`src/rtl/uart_reporter.sv`:
```
// Serializes "L:DDDDDDDD\r\n" (layout, data in uppercase hex) as 8N1 UART.
// Define UART_REPORTER_PARITY_EN for 8E1 framing (adds a PARITY state).
module uart_reporter #(
  parameter int CLK_HZ = 100_000_000,
  parameter int BAUD   = 115200
) (
  input  logic        clk_i,
  input  logic        rst_i,
  input  logic        send_i,
  input  logic [31:0] data_i,
  input  logic [3:0]  layout_i,
  output logic        tx_o,
  output logic        busy_o,
  output logic        done_o
);

  localparam int CLKS_PER_BIT = CLK_HZ / BAUD;
  localparam int CNT_W = $clog2(CLKS_PER_BIT);
  localparam logic [CNT_W-1:0] LAST_TICK =
    CNT_W'(CLKS_PER_BIT - 1);
  localparam logic [3:0] LAST_CHAR = 4'd11;

`ifdef UART_REPORTER_PARITY_EN
  typedef enum logic [2:0] {
    S_IDLE,
    S_START,
    S_DATA,
    S_PARITY,
    S_STOP
  } state_t;
`else
  typedef enum logic [1:0] {
    S_IDLE,
    S_START,
    S_DATA,
    S_STOP
  } state_t;
`endif

  state_t           r_state;
  state_t           w_state_n;
  logic [CNT_W-1:0] r_baud;
  logic [CNT_W-1:0] w_baud_n;
  logic [2:0]       r_bit;
  logic [2:0]       w_bit_n;
  logic [3:0]       r_idx;
  logic [3:0]       w_idx_n;
  logic             r_tx;
  logic             w_tx_n;
  logic             r_busy;
  logic             w_busy_n;
  logic             r_done;
  logic             w_done_n;
  logic             w_latch;
  logic [31:0]      r_data;
  logic [3:0]       r_layout;

  logic             w_tick;
  logic [2:0]       w_bit_nxt;
  logic [2:0]       w_sel;
  logic [31:0]      w_shift;
  logic [7:0]       w_char;

  function automatic logic [7:0] f_hex(input logic [3:0] n);
    if (n < 4'd10) return 8'h30 + {4'h0, n};
    return 8'h37 + {4'h0, n};
  endfunction

  assign w_tick    = (r_baud == LAST_TICK);
  assign w_bit_nxt = r_bit + 3'd1;

  // Chars 2..9 map to data nibbles 7..0; shift the wanted one to the top.
  assign w_sel   = r_idx[2:0] - 3'd2;
  assign w_shift = r_data << {w_sel, 2'b00};

  always_comb begin
    w_char = 8'h0A;
    unique case (1'b1)
      (r_idx == 4'd0):
        w_char = f_hex(r_layout);
      (r_idx == 4'd1):
        w_char = 8'h3A;
      (r_idx >= 4'd2 && r_idx <= 4'd9):
        w_char = f_hex(w_shift[31:28]);
      (r_idx == 4'd10):
        w_char = 8'h0D;
      default:
        w_char = 8'h0A;
    endcase
  end

  always_comb begin
    w_state_n = r_state;
    w_baud_n  = r_baud + CNT_W'(1);
    w_bit_n   = r_bit;
    w_idx_n   = r_idx;
    w_tx_n    = r_tx;
    w_busy_n  = r_busy;
    w_done_n  = 1'b0;
    w_latch   = 1'b0;
    unique case (r_state)
      S_IDLE: begin
        w_tx_n   = 1'b1;
        w_busy_n = 1'b0;
        w_baud_n = '0;
        if (send_i) begin
          w_latch   = 1'b1;
          w_state_n = S_START;
          w_idx_n   = 4'd0;
          w_tx_n    = 1'b0;
          w_busy_n  = 1'b1;
        end
      end
      S_START: begin
        if (w_tick) begin
          w_state_n = S_DATA;
          w_baud_n  = '0;
          w_bit_n   = 3'd0;
          w_tx_n    = w_char[0];
        end
      end
      S_DATA: begin
        if (w_tick) begin
          w_baud_n = '0;
          if (r_bit == 3'd7) begin
`ifdef UART_REPORTER_PARITY_EN
            w_state_n = S_PARITY;
            w_tx_n    = ^w_char;
`else
            w_state_n = S_STOP;
            w_tx_n    = 1'b1;
`endif
          end else begin
            w_bit_n = w_bit_nxt;
            w_tx_n  = w_char[w_bit_nxt];
          end
        end
      end
`ifdef UART_REPORTER_PARITY_EN
      S_PARITY: begin
        if (w_tick) begin
          w_state_n = S_STOP;
          w_baud_n  = '0;
          w_tx_n    = 1'b1;
        end
      end
`endif
      S_STOP: begin
        if (w_tick) begin
          w_baud_n = '0;
          if (r_idx != LAST_CHAR) begin
            w_idx_n   = r_idx + 4'd1;
            w_state_n = S_START;
            w_tx_n    = 1'b0;
          end else begin
            w_done_n = 1'b1;
            // A request on the completing edge starts the next line gap-free.
            if (send_i) begin
              w_latch   = 1'b1;
              w_idx_n   = 4'd0;
              w_state_n = S_START;
              w_tx_n    = 1'b0;
            end else begin
              w_state_n = S_IDLE;
              w_busy_n  = 1'b0;
              w_tx_n    = 1'b1;
            end
          end
        end
      end
      default: begin
        w_state_n = S_IDLE;
        w_baud_n  = '0;
        w_tx_n    = 1'b1;
        w_busy_n  = 1'b0;
      end
    endcase
  end

  always_ff @(posedge clk_i) begin
    if (rst_i) begin
      r_state  <= S_IDLE;
      r_baud   <= '0;
      r_bit    <= '0;
      r_idx    <= '0;
      r_tx     <= 1'b1;
      r_busy   <= 1'b0;
      r_done   <= 1'b0;
      r_data   <= '0;
      r_layout <= '0;
    end else begin
      r_state <= w_state_n;
      r_baud  <= w_baud_n;
      r_bit   <= w_bit_n;
      r_idx   <= w_idx_n;
      r_tx    <= w_tx_n;
      r_busy  <= w_busy_n;
      r_done  <= w_done_n;
      if (w_latch) begin
        r_data   <= data_i;
        r_layout <= layout_i;
      end
    end
  end

  assign tx_o   = r_tx;
  assign busy_o = r_busy;
  assign done_o = r_done;

endmodule

```
`config.mk`:
```
export PLATFORM = sky130hd
export DESIGN_NAME = uart_reporter
export DESIGN_NICKNAME = d
export VERILOG_FILES = /design/src/rtl/uart_reporter.sv
export SDC_FILE = /design/constraint.sdc
export NUM_CORES = 1
export LEC_CHECK = 0
export CAP_MARGIN = 20
export CORE_MARGIN = 8
export CORE_UTILIZATION = 50
export DETAILED_ROUTE_END_ITERATION = 7
export PLACE_DENSITY = 0.81
export SLEW_MARGIN = 20
export SYNTH_ARGS = -nofsm -noshare
export SYNTH_HDL_FRONTEND = slang
export SYNTH_SLANG_ARGS = --single-unit
```
`constraint.sdc`:
```
create_clock -name clk_i -period 7.2 [get_ports clk_i]
set_input_delay 1.44 -clock clk_i [delete_from_list [all_inputs] [get_ports clk_i]]
set_output_delay 1.44 -clock clk_i [all_outputs]
set_load 0.03 [all_outputs]
```
Word level (Yosys, flattened, before mapping)
Cells that the tools add are included.
- register bits after elaboration: 58
- bits in latches: 0
- memory bits (writable): 0
- ROM bits: 0
- input port bits: 39
- output and inout port bits: 3
- memories: 0
- add/subtract/negate cells: 8
- multiply operators: 0
- div/mod/pow operators: 0
- order comparisons: 5
- eq/ne operators: 16
- shift-type cells: 1
- multiplexer cells: 45
- bitwise logic cells: 2
- reduce and logical (&&, ||, !) cells: 12
- operators by type and width (operator ; number):
    $mux 8 ; 4
    $pmux 8 s4 ; 1
    $shl 32x5->32 ; 1
    $add 6x4->7 const A ; 4
    $mux 1 ; 20
    $pmux 10 s2 ; 1
    $ne 2x2->1 const B ; 8
    $mux 4 ; 3
    $add 10x1->10 const B ; 1
    $eq 10x10->1 const B ; 1
    $mux 10 ; 1
    $mux 2 ; 5
    $mux 3 ; 3
    $lt 4x4->1 const B ; 2
    $pmux 2 s4 ; 1
    $pmux 4 s2 ; 1
    $reduce_and 4->1 ; 2
    $pmux 3 s2 ; 1
    $reduce_or 3->1 ; 2
    $reduce_and 5->1 ; 1
    $add 4x1->4 const B ; 1
    $eq 2x2->1 const B ; 2
    $eq 4x1->1 const B ; 1
    $eq 4x4->1 const B ; 1
    other kinds (18) ; 21

Longest topological paths before layout
Gate-level depths: netlist (run 1).
- depth in word-level cells: 12
- depth in mapped cells: 10
- depth with buffers taken out: 9

Worst setup path before layout (run 1)
OpenSTA, ideal clock, no wires.
- kind: reg-to-reg
- start: register r_idx[1]
- end: register r_tx (netlist: tx_o)
- library setup time: 0.059 ns
- data arrival time: 2.585 ns
- data required time: 7.141 ns
- slack: 4.556 ns
- stages on the path, launching flop included: 11
- buffers on the path: 1
- clock period less this slack: 2.644 ns
- cell sequence: dfxtp_1 > ha_1 > buf_6 > mux4_1 > mux2i_2 > ha_1 > a21oi_2 > a21oi_1 > a2111o_1 > nand3_1 > a32o_2
- cells in the longest elaborated chain, start to end: 12
- ends and longest elaborated chain (item ; line ; text):
    from (decl) ; 46 ; logic [3:0] r_idx;
    from (signal assigned) ; 195 ; r_idx <= w_idx_n;
    $sub 3x2->3 ; 73 ; assign w_sel = r_idx[2:0] - 3'd2;
    $shl 32x5->32 ; 74 ; assign w_shift = r_data << {w_sel, 2'b00};
    $lt 4x4->1 ; 65 ; if (n < 4'd10) return 8'h30 + {4'h0, n};
    $mux 1 ; 65 ;
    $mux 1 ; 78 ; unique case (1'b1)
    $mux 8 ; 66 ; return 8'h37 + {4'h0, n};
    $pmux 8 s4 ; 78 ;
    $bmux 1 s3 ; 135 ; w_tx_n = w_char[w_bit_nxt];
    $mux 1 (not written as such) ; 135 ;
    $mux 1 ; 125 ; if (r_bit == 3'd7) begin
    $mux 1 ; 123 ; if (w_tick) begin
    $pmux 1 s4 * ; 101 ; unique case (r_state)
    to (signal assigned) ; 196 ; r_tx <= w_tx_n;
    to (decl) ; 48 ; logic r_tx;
Every way passes the cells marked *; elsewhere a longest branch is shown, timed or not. The select of a mux whose other input is x is not followed.
A chain may end at the register's enable or synchronous reset.

Final worst setup path (run 1)
- start: register r_idx[2]
- end: register r_tx (netlist: tx_o)
The elaborated chain is that of the path after synthesis.

==> reports/metrics.yaml, run 1 <==
clock_network:
  cts_root_buffer: "clkbuf_8"
  clock-sinks: 58
  clockBufferDepth: 2
  numCtsBuffers: 9
  cts_resized: 0
  clk_latency_ns: 0.34
  hold_buffers: 0
  clk_pin_slew_worst_paths_ns: 0.07
  tritoncts: "done"
  cts_setup_buffers: 0
  htreeDepth: 3
power_and_ir_drop:
  vdd_ir_drop_max_uv: 152.7
  p_comb_share_pct: 37.4
  switching_share_pct: 36.73
  switchingPower_uw: 438.3
  seq_power_share_pct: 37.0
  pwr_density_cell_nw_per_um2: 318.0
  intPower_uw: 755.1
  p_leak_nw: 1.378
  power.share.clock_pct: 25.6
worst_setup_path:
  end_kind: "flop"
  start_kind: "flop"
  r2r_setup_slack_ns: 4.04
  worst-r2r-cell-count: 8
  worstPathArrival_ns: 3.39
  crit_required_ns: 7.43
  reg2reg_from: "r_idx[2]"
  path_max_fanout: 14
  worstSetupPathType: "flop to flop"
  r2r_end: "tx_o"
timing:
  tightest_slew_ns: 0.5888
  setup_viol: 0
  rsz0062_at_grt: "false"
  final.setup.tns_ns: 0
  max-slew-margin-rel_pct: 59.73
  drv_slew: 0
  max_freq_ghz: 0.3164
  min_period_over_period_pct: 43.90
  fin_crit_ns: 3.161
  fin_skew_ns: 0.008658
  hold_violations: 0
  worst_slack_ns: 4.039
  timing.hold.ws_ns: 0.4532
finish:
  final_nets: 468
  drive_above_1_share_pct: 6.921
  finish.utilization_pct: 62.64
  syn_to_final_growth_pct: 20.35
  fin_area_sq_um: 3752
  fillers: 518
  diodes: 0
place:
  dp_slack_ns: 3.846
  dp_hpwl_mm: 5.213
  numPortBuffers: 41
  finalWeightedCongestion: 0.9912
  place_area_sq_um: 3555
logic_synthesis:
  syn-instance-count: 378
  syn_nets: 432
  ys_types: 55
  ys_warn_count: 0
  synth-seq-area-share_pct: 37.24
  postSynthAreaPerCell_sq_um: 8.249
  synthArstFlopShare_pct: 0
  synth_most_common_cell: "nand2_1"
  synth_edf_count: 0
  synth_top_cells_by_area: "dfxtp_1 37%, nand2_1 10%, a21oi_1 8.2%"
  ys_ff_latch: 58
  synth.top_cells.by_count: "85 x nand2_1, 58 x dfxtp_1, 51 x a21oi_1"
  netlist_area_sq_um: 3118
  synth_largest_area_cell: "dfxtp_1"
  ys.flop_type: "dfxtp_1"
  yosysTopAreaCellShare_pct: 37.24
floorplanning:
  die_w_um: 94.97
  die_height_um: 94.97
  start_util_pct: 52.05
  die_area_sq_um: 9019
  io_pins: 42
  num_rows: 28
  core-area_sq_um: 5991
route:
  drt_first_pass_iters: 5
  post_drt_wl_per_cell_um: 15.04
  drt-total-wl_mm: 7.431
  viasPerCell: 5.739
  drc: 0
  num_vias: 2835
  drtAntennaViolNets: 0
  first_iter_violations: 294
flow_run:
  cap_violations: 0
global_routing:
  grt_max_degree: 50
  grt-ovfl-total: 0
  antenna_found_initial: 0
  grt_pass1_wl_mm: 12.23
  grt_usage_pct: 16.95
  grt_pass1_vias: 2708
worst_hold_path:
  hold_depth: 2
  min_from: "r_data[19]"
  hp-class: "flop to flop"
  whs_endpoint: "r_data[19]"
status:
  status: "completed"
[worst max-delay path, cell delays in order (launching register included)]
cell and delay [ns]:
dfxtp_1 0.60, ha_1 0.41, mux4_1 0.62, mux2i_2 0.32, ha_1 0.26, a2111oi_0 0.14, a2111oi_0 0.33, nand3_1 0.13
a32o_2 0.24
[sequential cells by signal, summed over array words and instances, names as in the netlist]
signal / count
r_state: 2
r_idx: 4
r_layout: 4
r_data: 32
busy_o: 1
done_o: 1
tx_o: 1
r_baud: 10
r_bit: 3
[routing by layer]
layer | vias up | GRT usage [%] | routed length [um]
li1 | 1404 | - | -
met1 | 1312 | 21.06 | 3266
met2 | 98 | 26.88 | 3600
met3 | 21 | 3.571 | 370
met4 | 0 | 9.233 | 193
met5 | - | 0 | 0
[layout make-up]
cell class	instances	area [sq um]	area share, %
flip-flops and latches	58	1161	30.94
multi-input cells	287	1814	48.35
clock buffers	14	162.7	4.335
inverters	14	52.55	1.400
repair buffers	44	432.9	11.54
well taps	75	93.84	2.501
clock inverters	2	35.03	0.9336
[worst max path at each step]
| stage | startpoint | cells past startpoint | to | slack (ns) |
|---|---|---|---|---|
| after floorplan | r_idx[1] | 10 | tx_o | 4.56 |
| after global placement | rst_i | 7 | tx_o | 3.96 |
| after detailed placement | send_i | 7 | tx_o | 3.85 |
| after CTS | r_idx[2] | 9 | tx_o | 4.06 |
| after global routing | r_idx[2] | 8 | tx_o | 3.89 |
| final | r_idx[2] | 8 | tx_o | 4.04 |
[metrics by stage]
step / power (mW) / std cells
2_1_floorplan: 0.7601 / 378
3_3_place_gp: 0.8714 / 478
3_5_place_dp: 0.8848 / 478
4_1_cts: 1.193 / 494
5_1_grt: 1.267 / 494
6_report: 1.193 / 494
[logic make-up (layout without fill, tap and decap cells)]
logic type               count (synthesis)  in the layout  synth area share, %
AO/OA/AOI/OAI                           92             92                17.30
buffers and inverters                   33             74                4.775
adder cells (fa/ha/maj)                 15             15                6.019
XOR/XNOR                                10             10                2.809
AND/OR/NAND/NOR                        153            153                22.27
multiplexers                            17             17                9.591
flip-flops                              58             58                37.24
[cell usage in the layout, fill, tap and decap left out, drive strengths merged, types with 7 or more instances in the layout]
cell type,instances
mux2i,7
xnor2,7
mux4,8
a31oi,7
ha,15
nor2,22
clkbuf,14
nand2,85
o21ai,13
dfxtp,58
a21oi,52
inv,13
nand3,16
clkdlybuf4s50,41
[power by group through the flow]
| stage | Clock, mW | Combinational (mW) | Sequential, mW |
|---|---|---|---|
| after global placement | 0 | 0.428 | 0.443 |
| after CTS | 0.308 | 0.444 | 0.440 |
| after floorplan | 0 | 0.321 | 0.439 |
| after detailed placement | 0 | 0.438 | 0.447 |
| final | 0.306 | 0.446 | 0.442 |
| after global routing | 0.321 | 0.497 | 0.448 |
Note: power is estimated with default switching activity, not from simulation.
==> run 2: changes to the inputs <==
clock period = 3.15 ns   (was 7.2 ns; I/O delays follow)
==> run 2 against run 1 <==
  * Register-to-register slack worse by 3.7 ns
  * Global-route usage up 0.48 points
  * Sequential share of layout area down 0.35 points
  * Die area unchanged
  * Fmax up 12%
  * Routed wire length up 0.11%
  * Critical endpoint unchanged
  * Largest cell class unchanged
==> reports/metrics.yaml, run 2 (same netlist as run 1, synthesis figures left out) <==
floorplanning:
  start_util_pct: 52.05  # unchanged
  io_pins: 42  # unchanged
  die_w_um: 94.97  # unchanged
  num_rows: 28  # unchanged
  die_height_um: 94.97  # unchanged
  core-area_sq_um: 5991  # unchanged
  die_area_sq_um: 9019  # unchanged
clock_network:
  cts_resized: 0  # unchanged
  clk_pin_slew_worst_paths_ns: 0.07  # about the same
  clock-sinks: 58  # unchanged
  cts_root_buffer: "clkbuf_8"
  numCtsBuffers: 9  # unchanged
  htreeDepth: 3  # unchanged
  tritoncts: "done"
  clk_latency_ns: 0.35  # about the same
  hold_buffers: 0  # unchanged
  clockBufferDepth: 2  # unchanged
  cts_setup_buffers: 0  # unchanged
route:
  wl_met2_mm: 3.663  # +1.8%
  drc: 0  # unchanged
  dr_wl_met3_um: 384  # +3.8%
  drt-total-wl_mm: 7.439  # +0.11%
  drt_first_pass_iters: 4  # -1
  drtAntennaViolNets: 0  # unchanged
  post_drt_wl_per_cell_um: 14.97  # -0.50%
  num_vias: 2804  # -1.1%
  first_iter_violations: 153  # -48%
  viasPerCell: 5.642  # -1.7%
  routedLengthMet1_mm: 3.300  # +1.0%
  top_layer: "met4"
global_routing:
  grt-ovfl-total: 0  # unchanged
  grt_max_degree: 49  # -2.0%
  grt_usage_pct: 17.44  # +0.48 points
  grt_pass1_vias: 2722  # +0.52%
  grt_pass1_wl_mm: 12.57  # +2.8%
  antenna_found_initial: 0  # unchanged
worst_setup_path:
  start_kind: "flop"
  path_max_fanout: 9  # -5
  worstPathArrival_ns: 3.12  # -0.27 ns
  end_kind: "flop"
  r2r_end: "tx_o"
  crit_required_ns: 3.44  # -3.99 ns
  path_common_cell: "ha_1"
  r2r_setup_slack_ns: 0.32  # -3.72 ns
  worst-r2r-cell-count: 9  # +1
  worstSetupPathType: "flop to flop"
  critPathMaxStageDelay_ns: 0.56  # -0.06 ns
  reg2reg_from: "r_idx[1]"
  cp_slowest_cell: "mux4_1"
  crit_family: "multiplexers"
  critPathBufInv: 0  # unchanged
  path_cells: "ha_1, mux4_1, mux2i_2, ha_1, a21oi_2, a21oi_1, a2111o_1, nand3_1, a32o_2"
power_and_ir_drop:
  pwr_density_cell_nw_per_um2: 731.5  # +130%
  vdd_ir_drop_max_uv: 431.5  # +180%
  power_mw: 2.776  # +130%
  p_leak_nw: 1.399  # +1.5%
place:
  dp_hpwl_mm: 5.388  # +3.4%
  finalWeightedCongestion: 0.8467  # -15%
  dp.cells: 481  # +0.63%
  place_area_sq_um: 3577  # +0.63%
  numPortBuffers: 41  # unchanged
  dp_slack_ns: 0.3240  # -3.522 ns
timing:
  max_freq_ghz: 0.3533  # +12%
  rsz0062_at_grt: "false"
  drv_slew: 0  # unchanged
  setup_viol: 0  # unchanged
  worst_slack_ns: 0.3193  # -3.720 ns
  fin_crit_ns: 2.831  # -0.3300 ns
  fin_skew_ns: 0.008782  # +0.0001234 ns
  min_period_over_period_pct: 89.86  # +46 points
  tightest_slew_ns: 0.4999  # -0.08884 ns
  final.setup.tns_ns: 0  # unchanged
  max-slew-margin-rel_pct: 66.67  # +6.9 points
  hold_violations: 0  # unchanged
finish:
  largest_reg_flops: 32  # unchanged
  top_register: "r_data"
  mostFrequentLayoutCell: "nand2_1"
  top_regs: "r_data x32, r_baud x10"
  fin_cells: 497  # +0.61%
  syn_to_final_growth_pct: 21.71
  final_cell_mix: "85 x nand2_1, 58 x dfxtp_1, 51 x a21oi_1, 41 x clkdlybuf4s50_1, 22 x nor2_1"
  drive_above_1_share_pct: 8.294  # +1.4 points
  diodes: 0  # unchanged
  fin_area_sq_um: 3795  # +1.1%
  final_nets: 471  # +0.64%
worst_hold_path:
  min_from: "r_data[25]"
  hold_depth: 2  # unchanged
  whs_endpoint: "r_data[25]"
  hp-class: "flop to flop"
status:
  status: "completed"
flow_run:
  cap_violations: 0  # unchanged
run 2: changes by cell type in the layout (fill, tap and decap cells not counted), sizes merged:
cell / delta
clkbuf: -5
buf: +3
clkinv: +2
clkinvlp: +2
bufinv: +1
run 2: final cells by class:
| cell class | instances | area (sq um) |
|---|---|---|
| clock inverters | 7 | 93.84 |
| multi-input cells | 287 | 1814 |
| flip-flops and latches | 58 | 1161 |
| repair buffers | 47 | 455.4 |
| well taps | 75 | 93.84 |
| inverters | 14 | 52.55 |
| clock buffers | 9 | 123.9 |
| fillers | 523 | 2196 |
run 2: worst min-delay path, cell delays in order (launching register included):
cell and delay [ns]:
dfxtp_1 0.31, nand2_1 0.05, a21oi_1 0.05
run 2: per-stage QoR:
stage / hold slack (ns) / utilization, %
4_1_cts: 0.4604 / 63.35
5_1_grt: 0.4757 / 63.35
3_3_place_gp: 0.4386 / 59.71
3_5_place_dp: 0.4495 / 59.71
6_report: 0.4588 / 63.35
2_1_floorplan: 0.4297 / -
run 2: power breakdown:
part           internal [mW]  switching [mW]
clock network          0.443           0.313
logic                  0.425           0.586
registers              0.893           0.117
total                   1.76            1.02
run 2: per-layer routing:
layer | up-vias | GRT usage, %
li1 | 1413 | -
met1 | 1315 | 21.86
met2 | 68 | 27.98
met3 | 8 | 4.206
met4 | 0 | 7.282
met5 | - | 0
run 2: worst max-delay path by stage:
| stage | depth (start not counted) | end | start | slack, ns |
|---|---|---|---|---|
| detailed placement | 9 | tx_o | r_idx[1] | 0.32 |
| global placement | 9 | tx_o | r_idx[1] | 0.39 |
| CTS | 9 | tx_o | r_idx[1] | 0.31 |
| floorplan | 10 | tx_o | r_idx[1] | 0.51 |
| finish | 9 | tx_o | r_idx[1] | 0.32 |
| global route | 8 | tx_o | r_idx[1] | 0.12 |
==> run 3: changes to the inputs <==
ABC_CLOCK_PERIOD_IN_PS = 3150   (was default)
==> results of run 3 <==
Same layout as run 2: the final DEF is identical, and so are final timing and power.
